`src/rtl/fp_cvt_s_w.sv`:
```
// fp_cvt_s_w: int32/uint32 to IEEE-754 binary32, three compute stages.
// Define FP_CVT_RM_EN to add the a_tuser rounding-mode input.
module fp_cvt_s_w #(
  parameter bit SIGNED_IN = 1'b1
) (
  input  logic        CLK,
  input  logic        RST_N,
  input  logic [31:0] a_tdata,
  input  logic        a_tvalid,
`ifdef FP_CVT_RM_EN
  input  logic [2:0]  a_tuser,
`endif
  output logic        a_tready,
  output logic [31:0] r_tdata,
  output logic        r_tvalid,
  input  logic        r_tready
);

  logic        adv;
  logic [2:0]  a_rm;

`ifdef FP_CVT_RM_EN
  assign a_rm = a_tuser;
`else
  assign a_rm = 3'b000;
`endif

  logic        in_v_q, in_v_d;
  logic [31:0] in_a_q, in_a_d;
  logic [2:0]  in_rm_q, in_rm_d;

  logic        s1_v_q, s1_v_d;
  logic        s1_sign_q, s1_sign_d;
  logic        s1_zero_q, s1_zero_d;
  logic [31:0] s1_mag_q, s1_mag_d;
  logic [2:0]  s1_rm_q, s1_rm_d;

  logic        s2_v_q, s2_v_d;
  logic        s2_sign_q, s2_sign_d;
  logic        s2_zero_q, s2_zero_d;
  logic [30:0] s2_frac_q, s2_frac_d;
  logic [7:0]  s2_exp_q, s2_exp_d;
  logic [2:0]  s2_rm_q, s2_rm_d;

  logic        r_v_q, r_v_d;
  logic [31:0] r_data_q, r_data_d;

  logic        sign_c;
  logic [31:0] mag_c;
  logic [4:0]  lz_c;
  logic [31:0] norm_c;
  logic [7:0]  exp_c;
  logic        grd, stk, rup;
  logic [23:0] mant_r;
  logic [7:0]  exp_r;
  logic [31:0] res_c;

  assign adv      = ~(r_v_q & ~r_tready);
  assign a_tready = adv;
  assign r_tdata  = r_data_q;
  assign r_tvalid = r_v_q;

  // S1: split captured operand into sign and magnitude
  always_comb begin
    sign_c = SIGNED_IN & in_a_q[31];
    mag_c  = sign_c ? (~in_a_q + 32'd1) : in_a_q;
  end

  // S2: leading-zero count, normalize, biased exponent
  always_comb begin
    lz_c = 5'd0;
    for (int i = 0; i < 32; i++) begin
      if (s1_mag_q[i]) lz_c = 5'(31 - i);
    end
    norm_c = s1_mag_q << lz_c;
    exp_c  = 8'd158 - {3'd0, lz_c};
  end

  // S3: round per mode, fold mantissa carry into exponent, pack
  always_comb begin
    grd = s2_frac_q[7];
    stk = |s2_frac_q[6:0];
    rup = grd & (stk | s2_frac_q[8]);
    case (s2_rm_q)
      3'b001:  rup = 1'b0;
      3'b010:  rup = s2_sign_q & (grd | stk);
      3'b011:  rup = ~s2_sign_q & (grd | stk);
      3'b100:  rup = grd;
      default: ;
    endcase
    mant_r = {1'b0, s2_frac_q[30:8]} + {23'd0, rup};
    exp_r  = s2_exp_q + {7'd0, mant_r[23]};
    res_c  = s2_zero_q ? 32'd0
                       : {s2_sign_q, exp_r, mant_r[22:0]};
  end

  // Pipeline advance: everything shifts together or holds together
  always_comb begin
    in_v_d    = in_v_q;
    in_a_d    = in_a_q;
    in_rm_d   = in_rm_q;
    s1_v_d    = s1_v_q;
    s1_sign_d = s1_sign_q;
    s1_zero_d = s1_zero_q;
    s1_mag_d  = s1_mag_q;
    s1_rm_d   = s1_rm_q;
    s2_v_d    = s2_v_q;
    s2_sign_d = s2_sign_q;
    s2_zero_d = s2_zero_q;
    s2_frac_d = s2_frac_q;
    s2_exp_d  = s2_exp_q;
    s2_rm_d   = s2_rm_q;
    r_v_d     = r_v_q;
    r_data_d  = r_data_q;
    if (adv) begin
      in_v_d    = a_tvalid;
      in_a_d    = a_tdata;
      in_rm_d   = a_rm;
      s1_v_d    = in_v_q;
      s1_sign_d = sign_c;
      s1_zero_d = (mag_c == 32'd0);
      s1_mag_d  = mag_c;
      s1_rm_d   = in_rm_q;
      s2_v_d    = s1_v_q;
      s2_sign_d = s1_sign_q;
      s2_zero_d = s1_zero_q;
      s2_frac_d = norm_c[30:0];
      s2_exp_d  = exp_c;
      s2_rm_d   = s1_rm_q;
      r_v_d     = s2_v_q;
      if (s2_v_q) r_data_d = res_c;
    end
  end

  // State registers; reset drops every in-flight operand
  always_ff @(posedge CLK) begin
    if (!RST_N) begin
      in_v_q   <= 1'b0;
      s1_v_q   <= 1'b0;
      s2_v_q   <= 1'b0;
      r_v_q    <= 1'b0;
      r_data_q <= 32'd0;
    end else begin
      in_v_q   <= in_v_d;
      s1_v_q   <= s1_v_d;
      s2_v_q   <= s2_v_d;
      r_v_q    <= r_v_d;
      r_data_q <= r_data_d;
    end
    in_a_q    <= in_a_d;
    in_rm_q   <= in_rm_d;
    s1_sign_q <= s1_sign_d;
    s1_zero_q <= s1_zero_d;
    s1_mag_q  <= s1_mag_d;
    s1_rm_q   <= s1_rm_d;
    s2_sign_q <= s2_sign_d;
    s2_zero_q <= s2_zero_d;
    s2_frac_q <= s2_frac_d;
    s2_exp_q  <= s2_exp_d;
    s2_rm_q   <= s2_rm_d;
  end

endmodule

```
`config.mk`:
```
export PLATFORM = sky130hd
export DESIGN_NAME = fp_cvt_s_w
export DESIGN_NICKNAME = d
export VERILOG_FILES = /design/src/rtl/fp_cvt_s_w.sv
export SDC_FILE = /design/constraint.sdc
export NUM_CORES = 1
export LEC_CHECK = 0
export CAP_MARGIN = 5
export CORE_MARGIN = 1
export CORE_UTILIZATION = 53
export CTS_CLUSTER_DIAMETER = 50
export CTS_CLUSTER_SIZE = 25
export DETAILED_ROUTE_END_ITERATION = 7
export GPL_TIMING_DRIVEN = 0
export PLACE_DENSITY = 0.77
export SLEW_MARGIN = 40
export SYNTH_ARGS = -nofsm -noshare
export SYNTH_HDL_FRONTEND = slang
export SYNTH_SLANG_ARGS = --single-unit
export TNS_END_PERCENT = 1
```
`constraint.sdc`:
```
create_clock -name CLK -period 6.1 [get_ports CLK]
set_input_delay 0.915 -clock CLK [delete_from_list [all_inputs] [get_ports CLK]]
set_output_delay 0.915 -clock CLK [all_outputs]
set_load 0.03 [all_outputs]
```
==> run_results.csv <==
group,metric,value,unit
route,vias,6683,
synth,synth_edf_count,107,
timing,setup_tns,0,ns
synth,synth_simple_gate_area_frac,0.176,
synth,synth_area,8150,sq um
cts,cts_setup_buffers,0,
timing,setup_viol,0,
die,num_rows,44,
power,ir_worst_vdd,0.208,mV
die,start_util,0.552,
layout,drive_gt1_frac,0.0873,
timing,fin_worst_skew,0.00797,ns
power,swShare,0.301,
die,die-area,15900,sq um
synth,syn_nets,820,
worst_hold_path,hold_class,"flop to flop",
synth,synth_fa_ha_area_frac,0.00768,
synth,synthArstFlopShare,0,
timing,worst_slew_pin_slew,0.850,ns
setup_path,worst-path-max-fanout,43,
flow_run,maxCapViolCount,0,
cts,htreeDepth,4,
cts,clock_sinks,143,
synth,synth_compound_area_frac,0.172,
timing,fmax,243,MHz
power,pwr-share-seq,0.433,
layout,final_cell_mix,"edfxtp_1, clkdlybuf4s50_1, nand2_1, nor2_1, xnor2_1",
timing,hold_viol,0,
route,first_pass_iters,6,
synth,synth.mux.area_fraction,0.0673,
placement,io_buffers,69,
layout,num-nets-final,910,
setup_path,path_class,"input pin to output port",
setup_path,worst-endpoint-required,5.18,ns
route,ant_nets,0,
timing,drv_slew,0,
global_route,grt_antenna_before_repair,0,
setup_path,critPathLaunchType,"input pin",
power,fin_total_pwr,3.08,mW
route,dr.first_iter.drc_count,450,
global_route,grt_first_pass_wirelength,33100,microns
setup_path,end_kind,"output port",
layout,antenna_cells,0,
route,wl_per_cell,19.4,microns
cts,cts_hold_buf,0,
die,core_area,14800,sq um
die,num_io_pins,70,
power,p_switching,0.926,mW
synth,synth_top_family_by_area,"simple AND/OR/NAND/NOR gates",
route,vias_per_cell,6.27,
cts,insertion_delay,0.42,ns
cts,cts_made_buffers,17,
placement,dp_slack,1.95,ns
timing,period_needed,4.12,ns
setup_path,worstPathArrival,3.20,ns
synth,ys_seq_area_frac,0.483,
cts,clockRootBuffer,"clkbuf_16",
cts,cts_tree,"built",
power,p_comb_frac,0.230,
route,wl,20700,microns
cts,ctsResizeCount,0,
layout,final_common_cell,"edfxtp_1",
power,internal_power,2.15,mW
power,power.density,316,nW/um^2
die,die_y,126,microns
timing,rsz0062_at_grt,"no",
cts,clockBufferDepth,2,
layout,areaGrowthSynthToFinish,19.4,%
layout,fin_util,0.659,
global_route,grt_pass1_vias,6638,
timing,fin_crit_sh,0.675,
timing,slew_headroom,0.429,
cts,path_clk_slew,0.06,ns
outcome,outcome,"completed",
synth,syn_avg_cell_area,10.5,sq um
synth,ys.flop_type,"edfxtp_1",
timing,fin_ws,1.98,ns
die,fp.dieW,126,microns
synth,yosys_warnings,0,
power,p_leak,3.43,nW
synth,ys_types,75,
global_route,track_usage,0.271,
synth,ys_ff_latch,143,
power,p_clk_frac,0.337,
global_route,grt_max_degree,44,
layout,fillers,1150,
placement,dp_hpwl,16200,microns
route,drcViolationCount,0,
placement,gp_congestion,0.934,
synth,synthXorXnorAreaFrac,0.0634,
timing,whs,0.419,ns
synth,syn_inst,779,
global_route,overflow,0,
critical path, stage by stage:
cell             delay [ns]
clkdlybuf4s50_1        0.44
nand2b_1               0.09
clkbuf_4               0.48
buf_12                 0.30
buf_12                 0.23
clkdlybuf4s50_1        0.70
state kept, by name, summed over array words and instances, names as in the netlist, 8 cells and up:
| register | flops |
|---|---|
| in_a_q | 32 |
| r_tdata | 32 |
| s1_mag_q | 32 |
| s2_frac_q | 31 |
| s2_exp_q | 8 |
final timing paths:
| check | startpoint | end | slack [ns] | cells after the start |
|---|---|---|---|---|
| worst max-delay path | r_tready | a_tready | 1.98 | 6 |
| worst min-delay path | s1_zero_q | s2_zero_q | 0.42 | 0 |
| worst max register to register | s1_mag_q[30] | s2_frac_q[18] | 2.05 | 9 |
| worst min register to register | s1_zero_q | s2_zero_q | 0.42 | 0 |
cell families (layout without fill, tap and decap cells):
group | count (synthesis) | after routing
AO/OA/AOI/OAI | 202 | 202
XOR/XNOR | 59 | 59
adder cells (fa/ha/maj) | 5 | 5
buffers and inverters | 61 | 164
flip-flops | 143 | 143
multiplexers | 42 | 42
AND/OR/NAND/NOR | 267 | 267
power groups by stage:
stage          Sequential, mW  Combinational [mW]  Clock (mW)
6_report                 1.33               0.707        1.04
5_1_grt                  1.35               0.758        1.10
4_1_cts                  1.33               0.696        1.05
3_5_place_dp             1.35               0.692           0
3_3_place_gp             1.34               0.686           0
2_1_floorplan            1.33               0.472           0
cells in the mapped netlist (6+ instances only):
cell type	instances	area [sq um]
a31oi_1	6	37.5
mux2_2	6	67.6
nor4_1	13	81.3
buf_2	7	35.0
edfxtp_1	107	3210
o31ai_1	12	90.1
clkbuf_1	26	97.6
and3_1	6	37.5
or4_1	7	52.6
a22oi_1	29	218
a211oi_1	17	128
xnor2_1	51	447
nand2b_1	11	68.8
and2_1	6	37.5
dfxtp_1	36	721
mux2i_1	27	270
or3_1	8	50.1
o21ai_0	41	205
mux4_2	7	158
xor2_1	8	70.1
a221oi_1	6	52.6
inv_1	21	78.8
nand2_1	57	214
nand4_1	7	43.8
nor3_1	24	120
nor2b_1	36	225
nor2_1	55	206
nand3_1	16	80.1
o211ai_1	7	52.6
a21oi_1	28	140
routing by layer:
metal	part of all wire	track usage	up-vias
met5	0	0	-
met4	0.054	0.181	0
met3	0.047	0.0489	73
met2	0.53	0.504	275
met1	0.37	0.276	3179
li1	-	-	3156
cell type report:
type                    count  area [sq um]  area share
well taps                 184           230      0.0237
clock buffers              21           514      0.0529
flip-flops and latches    143          3930       0.404
clock inverters            11          95.1     0.00978
multi-input cells         575          3970       0.408
plain buffers              39           171      0.0176
inverters                  22          82.6     0.00849
repair buffers             71           731      0.0751
per-stage QoR:
stage | cells | cell area [sq um]
after CTS | 1066 | 9720
after global routing | 1066 | 9730
after floorplan | 779 | 8150
after global placement | 1032 | 9070
after detailed placement | 1034 | 9110
final | 1066 | 9730
Note: power is estimated with default switching activity, not from simulation.
==> RTL change: new RTL, same settings <==
Add a define of `FP_CVT_RM_EN`.
--- a/src/rtl/fp_cvt_s_w.sv
+++ b/src/rtl/fp_cvt_s_w.sv
@@ -1,4 +1,6 @@
 // fp_cvt_s_w: int32/uint32 to IEEE-754 binary32, three compute stages.
 // Define FP_CVT_RM_EN to add the a_tuser rounding-mode input.
+`define FP_CVT_RM_EN
+
 module fp_cvt_s_w #(
   parameter bit SIGNED_IN = 1'b1
Ports: changed (added a_tuser); port bits go from 70 to 73. No check against the original RTL was run, so the function may have changed too.
==> RTL change against the original RTL <==
  * First-iteration DRC count rose by 4.0%
  * Wire length fell by 0.31%
  * Global-route usage barely moved
  * Critical endpoint is now s2_frac_q[27]
  * Area after synthesis barely moved
  * Utilization rose by 0.62 points
  * Worst setup slack got worse by 0.16 ns
  * Total power rose by 4.5%
  * Final area rose by 0.94%
  * Sequential cell count rose by 9
==> RTL change: results (changes against the original RTL) <==
status:
  status: "finished, final reports clean"
place:
  postPlaceCellArea_um2: 9170  # +0.65%
  dp_cells: 1027  # -0.68%
  numPortBuffers: 71  # +2.9%
  post-place-ws_ns: 2.010  # +0.05672 ns
  gp_congestion: 0.9143  # -2.2%
  dp_hpwl_um: 15910  # -1.5%
yosys:
  syn_nets: 814  # -0.73%
  synth.distinct_cells: 60  # -20%
  yosysSeqAreaShare_pct: 51.56  # +3.3 points
  netlist_instances: 769  # -1.3%
  synth_area_leaders: "edfxtp_1 (43%), dfxtp_1 (8.8%), xnor2_1 (5.7%)"
  synth-edff-count: 116  # +8.4%
  yosys-top-cells-count: "edfxtp_1 (116), xnor2_1 (53), nor2_1 (48)"
pwr:
  leakage_nw: 3.428  # about the same
  ir_drop_v: 0.0002187  # +5.0%
detailed_routing:
  viasPerCell: 6.166  # -1.6%
  drt_wl_total_um: 20600  # -0.31%
  wl_met1_um: 7822  # +3.0%
  wl_met2_um: 11170  # +1.9%
  firstDrtPassIters: 5  # -1
  drt_iter0_drc: 468  # +4.0%
  via_count: 6536  # -2.2%
  dr_wl_met3_um: 883  # -9.8%
worst_setup_path:
  arrival_ns: 4.42  # +1.22 ns
  path_max_fanout: 10  # -77%
global_route:
  grt_use_total_pct: 27.10  # about the same
  grt_pass1_wl_um: 32750  # -0.92%
  grt_max_degree: 45  # +2.3%
  first_global_vias: 6441  # -3.0%
sta:
  skew_ns: 0.01103  # +0.003066 ns
  worst_pin_slew_ns: 0.7903  # -0.06013 ns
layout:
  nNetsFinal: 908  # -0.22%
  drive_gt1_share_pct: 6.621  # -2.1 points
clock_tree:
  cts_resized: 0  # unchanged
flow_run:
  cap_violations: 0  # unchanged
RTL change: cell count changes after synthesis, moves of 5 or more:
| cell | change |
|---|---|
| o21ai_0 | -6 |
| buf_2 | -5 |
| a22oi_1 | +12 |
| nand4_1 | +7 |
| a211oi_1 | -8 |
| nand2_1 | -12 |
| nor2_1 | -7 |
| edfxtp_1 | +9 |
| nand3_1 | +12 |
| a21oi_1 | +10 |
| mux4_2 | -6 |
RTL change: layout make-up:
| type | instances | area, um^2 |
|---|---|---|
| Clock inverter | 15 | 216.5 |
| Fill cell | 1061 | 4937 |
| Multi-Input combinational cell | 564 | 3760 |
| Clock buffer | 17 | 425.4 |
| Sequential cell | 152 | 4204 |
| Timing Repair Buffer | 75 | 775.7 |
| Buffer | 34 | 133.9 |
| Inverter | 19 | 71.32 |
| Tap cell | 184 | 230.2 |
RTL change: worst max-delay path, cell delays in order (launching register included):
cell       delay [ns]
edfxtp_1         0.37
clkbuf_1         0.25
nor4_1           0.65
o2111ai_1        0.31
a31o_2           0.37
nand2_1          0.15
buf_2            0.28
clkbuf_1         0.48
mux2i_1          0.50
a22oi_1          0.20
nand2_1          0.23
o221ai_1         0.18
RTL change: power breakdown:
part / internal (mW) / switching [mW] / total, mW / leakage, nW
clock: 0.694 / 0.435 / 1.13 / 0.307
combinational: 0.282 / 0.411 / 0.694 / 1.60
sequential: 1.28 / 0.115 / 1.39 / 1.52
total: 2.25 / 0.961 / 3.21 / 3.43
RTL change: path summary, 6_finish.rpt:
| path | depth (start not counted) | from | slack (ns) | end |
|---|---|---|---|---|
| min | 0 | s1_rm_q[1] | 0.42 | s2_rm_q[1] |
| min reg2reg | 0 | s1_rm_q[1] | 0.42 | s2_rm_q[1] |
| max | 11 | s1_mag_q[24] | 1.82 | s2_frac_q[27] |
| max reg2reg | 11 | s1_mag_q[24] | 1.82 | s2_frac_q[27] |
RTL change: stage by stage:
stage               power, mW  setup TNS [ns]
detailed placement      2.088               0
global route            3.338               0
floorplan               1.852               0
finish                  3.215               0
global placement        2.073          -58.06
CTS                     3.217               0
RTL change: cell families (layout without fill, tap and decap cells):
| group | Yosys count | after routing | share of synthesized area, % |
|---|---|---|---|
| fa+ha+maj | 6 | 6 | 0.9206 |
| buf+inv | 53 | 160 | 2.470 |
| mux | 35 | 35 | 4.511 |
| xor+xnor | 60 | 60 | 6.445 |
| simple gates | 263 | 263 | 17.05 |
| compound gates | 200 | 200 | 17.05 |
| flops | 152 | 152 | 51.56 |
RTL change: metal layers:
| metal | GRT usage (%) | vias to the layer above |
|---|---|---|
| met2 | 52.42 | 260 |
| met3 | 4.206 | 59 |
| met1 | 28.46 | 3070 |
| li1 | - | 3147 |
| met5 | 0 | - |
| met4 | 12.83 | 0 |
